File: config.mk
export PLATFORM = sky130hd
export DESIGN_NAME = rr_mux4_1
export DESIGN_NICKNAME = d
export VERILOG_FILES = /design/src/rtl/rr_mux4_1.sv
export SDC_FILE = /design/constraint.sdc
export NUM_CORES = 1
export LEC_CHECK = 0
export CAP_MARGIN = 20
export CORE_MARGIN = 2
export CORE_UTILIZATION = 44
export DETAILED_ROUTE_END_ITERATION = 10
export PLACE_DENSITY = 0.89
export REMOVE_ABC_BUFFERS = 1
export SYNTH_ARGS = -nofsm -noshare
export SYNTH_HDL_FRONTEND = slang
export SYNTH_SLANG_ARGS = --single-unit
File: constraint.sdc
create_clock -name clk -period 6.2 [get_ports clk]
set_clock_uncertainty 0.1 [all_clocks]
set_input_delay 1.24 -clock clk [delete_from_list [all_inputs] [get_ports clk]]
set_output_delay 1.24 -clock clk [all_outputs]
set_load 0.02 [all_outputs]
File: src/rtl/rr_mux4_1.sv
// rr_mux4_1: four-channel round-robin merge into one registered stream.
// Each output word is tagged with the index of the channel it came from.
//
// Ports:
//   clk, rst_n            clock, synchronous active-low reset
//   in_valid[3:0]         per-channel valid
//   in_data0..in_data3    per-channel data
//   in_ready[3:0]         per-channel ready (combinational)
//   out_valid, out_data   registered output word
//   out_sel               source channel of out_data
//   out_ready             downstream accept
module rr_mux4_1 #(
  parameter int WIDTH = 8
) (
  input  logic             clk,
  input  logic             rst_n,
  input  logic [3:0]       in_valid,
  input  logic [WIDTH-1:0] in_data0,
  input  logic [WIDTH-1:0] in_data1,
  input  logic [WIDTH-1:0] in_data2,
  input  logic [WIDTH-1:0] in_data3,
  output logic [3:0]       in_ready,
  output logic             out_valid,
  output logic [WIDTH-1:0] out_data,
  output logic [1:0]       out_sel,
  input  logic             out_ready
);

  logic [1:0]       ptr;
  logic [3:0]       grant;
  logic [1:0]       gidx;
  logic [1:0]       idx;
  logic             found;
  logic             load_en;
  logic             accept;
  logic [WIDTH-1:0] gdata;

  // Output slot is free, or is being drained this same cycle.
  assign load_en = rst_n & (~out_valid | out_ready);

  // Scan from ptr upward (mod 4); first valid channel wins.
  always_comb begin
    grant = '0;
    gidx  = '0;
    idx   = '0;
    found = 1'b0;
    for (int k = 0; k < 4; k++) begin
      idx = ptr + 2'(k);
      if (!found && in_valid[idx]) begin
        grant[idx] = 1'b1;
        gidx       = idx;
        found      = 1'b1;
      end
    end
  end

  assign in_ready = grant & {4{load_en}};
  assign accept   = load_en & found;

  always_comb begin
    gdata = '0;
    unique case (gidx)
      2'd0: gdata = in_data0;
      2'd1: gdata = in_data1;
      2'd2: gdata = in_data2;
      2'd3: gdata = in_data3;
    endcase
  end

  always_ff @(posedge clk) begin
    if (!rst_n) begin
      out_valid <= 1'b0;
      out_data  <= '0;
      out_sel   <= '0;
      ptr       <= '0;
    end else if (accept) begin
      out_valid <= 1'b1;
      out_data  <= gdata;
      out_sel   <= gidx;
      // Winner drops to lowest priority next round.
      ptr       <= gidx + 2'd1;
    end else if (out_ready) begin
      // Word consumed with nothing to replace it; data/sel hold.
      out_valid <= 1'b0;
    end
  end

endmodule

Word-level counts from Yosys, hierarchy flattened
Cells that the tools add are included.
Widths: inputs -> output; s select.
- register bits after elaboration: 13
- word-level logic and storage cells: 70
- bits of input ports: 39
- output and inout port bits: 15
- $lt $le $gt $ge: 8
- reduce and logical (&&, ||, !) cells: 12
- equal/unequal tests: 3
- muxes and demuxes: 31
- bitwise operators: 8
- add/subtract/negate cells: 4
- operators by type and width (kind ; count):
    $pmux 8 s4 ; 1
    $mux 4 ; 4
    $mux 1 ; 14
    $lt 2x3->1 const B ; 4
    $or 4x4->4 ; 3
    $bmux 1 s2 ; 4
    $demux 1 s2 ; 4
    $ge 2x1->1 const B ; 4
    $mux 2 ; 4
    $logic_and 1x1->1 ; 7
    $add 2x1->2 const B ; 2
    $add 2x2->2 const B ; 2
    $and 4x4->4 ; 1
    $eq 2x2->1 const B ; 2
    $logic_not 1->1 ; 3
    $and 1x1->1 ; 2
    $eq 2x1->1 const B ; 1
    $logic_not 2->1 ; 1
    $reduce_bool 2->1 ; 1
    $not 1->1 ; 1
    $or 1x1->1 ; 1

Depth between registers and ports, before layout
Gate-level depths: netlist of the first run.
- depth in word-level cells: 14
- mapped depth: 15
- mapped depth without buffers: 12

Least setup slack after synthesis of the first run
Ideal clock, no wire load.
- path type: input to output
- start: input in_valid[2]
- end: output in_ready[0]
- required time: 4.860 ns
- buffers on the path: 0
- cell stages on the path: 5
- data arrival time: 2.494 ns
- slack: 2.366 ns
- cell sequence: mux4_2 > nor2b_4 > a22o_1 > mux2i_1 > a21oi_1
- cells in the longest elaborated chain, start to end: 13
- elaborated cells on any way between the ends: 25
- classes of those cells: mux: 15; bitwise: 4; reduce/logical: 6
- ends and longest elaborated chain (what ; line ; text):
    start, declared ; 17 ; input logic [3:0] in_valid,
    $bmux 1 s2 ; 49 ; if (!found && in_valid[idx]) begin
    $mux 1 (not written as such) ; 49 ;
    $mux 1 ; 49 ;
    $logic_not 1->1 ; 49 ;
    $logic_and 1x1->1 ; 49 ;
    $mux 1 ; 49 ;
    $logic_not 1->1 ; 49 ;
    $logic_and 1x1->1 ; 49 ;
    $mux 1 ; 49 ;
    $logic_not 1->1 ; 49 ;
    $logic_and 1x1->1 ; 49 ;
    $mux 4 (*) ; 49 ;
    $and 4x4->4 (*) ; 57 ; assign in_ready = grant & {4{load_en}};
    end, declared ; 22 ; output logic [3:0] in_ready,
Every way passes the cells marked *; elsewhere a longest branch is shown, timed or not. The select of a mux whose other input is x is not followed.

Worst setup path after layout of the first run
- start: input in_valid[0]
- end: output in_ready[2]
Same word-level chain as after synthesis.

==> impl_metrics.env, run 1 <==
export IMPL_status="completed"
export IMPL_cts_buffer_depth=2
export IMPL_r2r_end="out_data[5]"
export IMPL_dieWidth_um=55.3
export IMPL_die_area_um2=3060
export IMPL_grt_ovfl_total=0
export IMPL_io_pins=54
export IMPL_cts_resized_gates=0
export IMPL_crit_cells=7
export IMPL_htree_levels=1
export IMPL_detail_route_wl_per_cell_um=15.7
export IMPL_crit_family="buffers and inverters"
export IMPL_placed_cell_area_um2=1690
export IMPL_synth_area_per_cell_um2=7.93
export IMPL_first_pass_iters=4
export IMPL_regToRegSetupSlack_ps=2420
export IMPL_synthCells=146
export IMPL_grt_pass1_wl_um=5610
export IMPL_clk_latency_ps=280
export IMPL_cts_sink_count=13
export IMPL_cpPeakStageDelay_ps=640
export IMPL_n_antenna_cell=0
export IMPL_worstPathArrival_ps=3720
export IMPL_endpoint_kind="output port"
export IMPL_postCtsSetupRepairBufs=0
export IMPL_antenna_left=0
export IMPL_cts_clk_slew_worst_paths_ps=80
export IMPL_crit_path_frequent_cell="clkdlybuf4s50_1"
export IMPL_worst_slew_pin_slew_ps=725
export IMPL_finalSetupViolations=0
export IMPL_area_delta_synth_final_pct=48.0
export IMPL_slowest_stage="clkdlybuf4s50_1"
export IMPL_maxSlewViolCount=0
export IMPL_numCtsBuffers=3
export IMPL_startpoint_type="input port"
export IMPL_drive_gt1_share_pct=5.18
export IMPL_yosys_area_top_type="dfxtp_1"
export IMPL_core_um2=2480
export IMPL_netlist_top_cells_area="dfxtp_1 (22%), ha_1 (12%), nand2_1 (10%)"
export IMPL_required_ps=4860
export IMPL_numPortBuffers=53
export IMPL_max_slew_margin_rel_pct=51.2
export IMPL_vias=1303
export IMPL_path_cells="clkdlybuf4s50_1 > mux4_2 > nor2b_4 > a22o_1 > mux2i_1 > a21oi_1 > clkdlybuf4s50_1"
export IMPL_worst_ir_drop_vdd_uv=295
export IMPL_min_period_over_period_pct=81.6
export IMPL_ys_seq_area_share_pct=22.5
export IMPL_drc=0
export IMPL_fp_dieH_um=55.3
export IMPL_synth_distinct_cells=34
export IMPL_design_area_um2=1710
export IMPL_syn_area_um2=1160
export IMPL_startpoint="in_valid[0]"
export IMPL_rsz0062_at_grt="false"
export IMPL_viasPerCell=5.84
export IMPL_dp_final_hpwl_um=2720
export IMPL_timing_rr_start="ptr[0]"
export IMPL_grt_util_all_layers_pct=22.2
export IMPL_nets=244
export IMPL_cts_hold_fix_buffers=0
export IMPL_instances_no_fill=223
export IMPL_setup_tns_ps=0
export IMPL_yosys_warnings=0
export IMPL_fp_row_count=18
export IMPL_min_path_type="reg -> reg"
export IMPL_start_util_pct=46.7
export IMPL_drt_initial_drc_count=84
export IMPL_grt_pass1_vias=1277
export IMPL_fmaxAchievable_ghz=0.198
export IMPL_period_needed_ps=5060
export IMPL_cts_tree="yes"
export IMPL_cp_endpoint="in_ready[2]"
export IMPL_reg2reg_depth=12
export IMPL_maxCapViolations=0
export IMPL_hold_violations=0
export IMPL_path_max_fanout=11
export IMPL_critical_path_class="in -> out"
export IMPL_antenna_found_initial=0
export IMPL_ys_seq_elements=13
export IMPL_crit_buf_inv=2
export IMPL_grt_max_degree=18
export IMPL_cts_root_buffer="clkbuf_4"
export IMPL_p_leak_nw=0.665
export IMPL_gp_congestion=0.888
export IMPL_p_per_area_nw_per_um2=337
export IMPL_holdWs_ps=364
export IMPL_yosys_area_top_type_share_pct=22.5
export IMPL_dpl_cell_count=219
export IMPL_wl_um=3490
==> synthesized netlist by cell type, drive strengths merged <==
master,number
a21boi,10
a21o,1
a21oi,5
a221oi,1
a222oi,8
a22o,4
a22oi,2
and2b,1
and3b,2
buf,2
clkbuf,8
dfxtp,13
ha,11
inv,4
mux2i,4
mux4,3
nand2,32
nand2b,2
nand3,3
nor2,4
nor2b,1
nor3,3
nor3b,2
nor4,1
o211ai,1
o21ai,13
or2,2
or3,1
or4b,1
xnor2,1
==> worst min-delay path by stage <==
| stage | start | end | cells after the start |
|---|---|---|---|
| after global routing | out_data[2] | out_data[2] | 2 |
| after detailed placement | out_data[2] | out_data[2] | 2 |
| after CTS | out_data[2] | out_data[2] | 2 |
| final | out_data[2] | out_data[2] | 2 |
| after floorplan | out_data[0] | out_data[0] | 2 |
| after global placement | out_data[1] | out_data[1] | 2 |
==> metrics by stage <==
| stage | power, W | utilization (%) | setup WS, ps |
|---|---|---|---|
| after global placement | 0.000497 | 68.0 | 1370 |
| after floorplan | 0.000386 | - | 2370 |
| after detailed placement | 0.000519 | 68.0 | 1210 |
| after CTS | 0.000572 | 69.1 | 1210 |
| final | 0.000578 | 69.1 | 1140 |
| after global routing | 0.000615 | 69.1 | 1080 |
==> kinds of logic (layout without fill, tap and decap cells) <==
logic type | Yosys count | after routing | share of synthesized area [%]
XOR/XNOR | 1 | 1 | 0.757
flip-flops | 13 | 13 | 22.5
AND/OR/NAND/NOR | 55 | 55 | 23.2
buffers and inverters | 14 | 61 | 4.76
multiplexers | 7 | 7 | 9.30
AO/OA/AOI/OAI | 45 | 45 | 27.6
adder cells (fa/ha/maj) | 11 | 11 | 11.9
==> registers in the layout, indices dropped and copies added (netlist names) <==
| register | flops |
|---|---|
| out_data | 8 |
| ptr | 2 |
| out_sel | 2 |
| out_valid | 1 |
==> placed cells by master (no fill, tap or decap), drive strengths merged, types with 3 or more instances in the layout <==
cell type,count
nand3,3
nand2,32
dfxtp,13
a21oi,5
a21boi,10
a222oi,8
o21ai,13
nor2,4
ha,11
clkdlybuf4s50,53
nor3,3
a22o,4
inv,4
clkbuf,3
mux4,3
mux2i,4
==> layout make-up <==
cell class | instances | area (um^2)
multi-input combinational | 119 | 842
inverter | 4 | 15.0
sequential | 13 | 260
fill | 212 | 764
clock buffer | 3 | 22.5
tap | 30 | 37.5
timing repair buffer | 53 | 531
clock inverter | 1 | 5.00
==> worst reg2reg max path: stages, from the launching register on <==
cell and delay (ps):
dfxtp_1 720, inv_1 210, ha_1 500, mux4_2 440, nor2b_4 210, nor2_2 70
xnor2_1 150, or2_1 270, ha_1 310, a222oi_1 350, o21ai_0 150, nand2_1 100
a21boi_0 90
==> where the power goes <==
group	switching [W]	internal [W]	total, W	leakage [nW]
Sequential	0.0000238	0.000104	0.000128	0.107
Clock	0.0000290	0.0000240	0.0000529	0.0177
Combinational	0.000215	0.000183	0.000397	0.541
==> per-layer routing <==
layer	GRT usage [%]	vias up	wire length (um)
li1	-	628	-
met2	40.3	69	1860
met5	0	-	0
met4	9.06	0	65
met1	24.7	596	1340
met3	4.92	10	231
(Power assumes the default switching activity.)
==> run 2: changes to the inputs <==
Settings changed: CORE_UTILIZATION 44 to 41, PLACE_DENSITY 0.89 to 0.84.
Clock period 6.2 ns to 4.75 ns, I/O delays scaled along.
==> impl_metrics.env, run 2 (synthesis gave the netlist of run 1 again) <==
export IMPL_status="completed"
export IMPL_path_cells="inv_1 > ha_1 > mux4_2 > nor2b_4 > a22o_1 > mux2i_1 > a21oi_1 > clkdlybuf4s50_1"
export IMPL_drc=0
export IMPL_detail_route_wl_per_cell_um=15.0
export IMPL_min_period_over_period_pct=93.4
export IMPL_endpoint_kind="output port"
export IMPL_nets=244
export IMPL_setup_tns_ps=0
export IMPL_hold_violations=0
export IMPL_n_antenna_cell=0
export IMPL_io_pins=54
export IMPL_final_common_cell="clkdlybuf4s50_1"
export IMPL_rsz0062_at_grt="false"
export IMPL_grt_pass1_wl_um=5360
export IMPL_htree_levels=1
export IMPL_pwr_share_comb_pct=68.4
export IMPL_postCtsSetupRepairBufs=0
export IMPL_grt_pass1_vias=1220
export IMPL_critical_path_class="reg -> out"
export IMPL_grt_util_all_layers_pct=20.8
export IMPL_grt_max_degree=18
export IMPL_startpoint_type="flop"
export IMPL_first_pass_iters=5
export IMPL_cts_buffer_depth=2
export IMPL_power_total_w=0.000744
export IMPL_clk_latency_ps=280
export IMPL_cts_hold_fix_buffers=0
export IMPL_wl_um=3360
export IMPL_p_per_area_nw_per_um2=434
export IMPL_numCtsBuffers=3
export IMPL_fmaxAchievable_ghz=0.225
export IMPL_dp_final_hpwl_um=2620
export IMPL_cpPeakStageDelay_ps=720
export IMPL_min_path_type="reg -> reg"
export IMPL_core_um2=2710
export IMPL_cts_tree="yes"
export IMPL_period_needed_ps=4440
export IMPL_required_ps=3700
export IMPL_grt_ovfl_total=0
export IMPL_p_leak_nw=0.662
export IMPL_worstPathArrival_ps=3390
export IMPL_cts_sink_count=13
export IMPL_largest_reg_flops=8
export IMPL_maxSlewViolCount=0
export IMPL_fp_dieH_um=57.1
export IMPL_final_cell_mix="clkdlybuf4s50_1 (53), nand2_1 (32), dfxtp_1 (13), o21ai_0 (11), ha_1 (11)"
export IMPL_area_delta_synth_final_pct=48.0
export IMPL_dieWidth_um=57.1
export IMPL_fp_row_count=19
export IMPL_crit_family="buffers and inverters"
export IMPL_cts_clk_slew_worst_paths_ps=70
export IMPL_seqPwrFrac_pct=22.5
export IMPL_finalSetupViolations=0
export IMPL_cts_resized_gates=0
export IMPL_maxCapViolations=0
export IMPL_max_slew_margin_rel_pct=52.2
export IMPL_cts_root_buffer="clkbuf_4"
export IMPL_worst_ir_drop_vdd_uv=316
export IMPL_p_int_w=0.000406
export IMPL_worst_slew_pin_slew_ps=710
export IMPL_drt_initial_drc_count=93
export IMPL_p_sw_w=0.000338
export IMPL_slowest_stage="dfxtp_1"
export IMPL_vias=1299
export IMPL_start_util_pct=42.7
export IMPL_antenna_left=0
export IMPL_largestRegisters="out_data x8, out_sel x2, ptr x2"
export IMPL_drive_gt1_share_pct=4.66
export IMPL_die_area_um2=3260
export IMPL_p_sw_share_pct=45.4
export IMPL_viasPerCell=5.80
export IMPL_numPortBuffers=53
export IMPL_top_register="out_data"
export IMPL_antenna_found_initial=0
export IMPL_crit_buf_inv=2
export IMPL_path_max_fanout=17
export IMPL_p_clk_share_pct=9.1
export IMPL_gp_congestion=0.839
[run 2: worst min-delay path, stage by stage, from the launching register on]
cell and delay [ps]:
dfxtp_1 310, nand2_1 50, a21boi_0 60
[run 2: metrics by stage]
step / cell area, um^2 / std cells / setup slack, ps / hold slack (ps) / util (%)
floorplan: 1120 / 136 / 1400 / 439 / -
global placement: 1690 / 220 / 495 / 351 / 62.2
detailed placement: 1690 / 220 / 365 / 358 / 62.2
CTS: 1710 / 224 / 277 / 369 / 63.2
global route: 1710 / 224 / 122 / 399 / 63.2
finish: 1710 / 224 / 311 / 363 / 63.2
[run 2: cell type report]
type	count	area, um^2
multi-input cells	119	842
repair buffers	53	531
well taps	31	38.8
flip-flops and latches	13	260
inverters	4	15.0
clock buffers	4	26.3
fillers	244	997
[run 2: power by group through the flow]
| stage | combinational, W | clock, W | sequential, W |
|---|---|---|---|
| 3_3_place_gp | 0.000484 | 0 | 0.000167 |
| 3_5_place_dp | 0.000507 | 0 | 0.000170 |
| 2_1_floorplan | 0.000316 | 0 | 0.000188 |
| 6_report | 0.000509 | 0.0000678 | 0.000167 |
| 4_1_cts | 0.000510 | 0.0000713 | 0.000167 |
| 5_1_grt | 0.000557 | 0.0000763 | 0.000172 |
[run 2: final timing paths]
path,end,slack [ps],startpoint,cells after the start
max,in_ready[3],310,ptr[0],8
min,out_data[3],360,out_data[3],2
max reg2reg,out_data[4],990,ptr[0],12
min reg2reg,out_data[3],360,out_data[3],2
[run 2: routing by layer]
layer	track usage, %	wire length (um)	vias up
met1	24.3	1330	600
met5	0	0	-
met2	36.6	1680	60
met3	4.54	285	7
met4	8.64	65	0
li1	-	-	632
==> run 3: changes to the inputs <==
Settings changed: SLEW_MARGIN from default to 25.
==> results of run 3 <==
Final layout, timing and power as in run 2 (identical DEF).
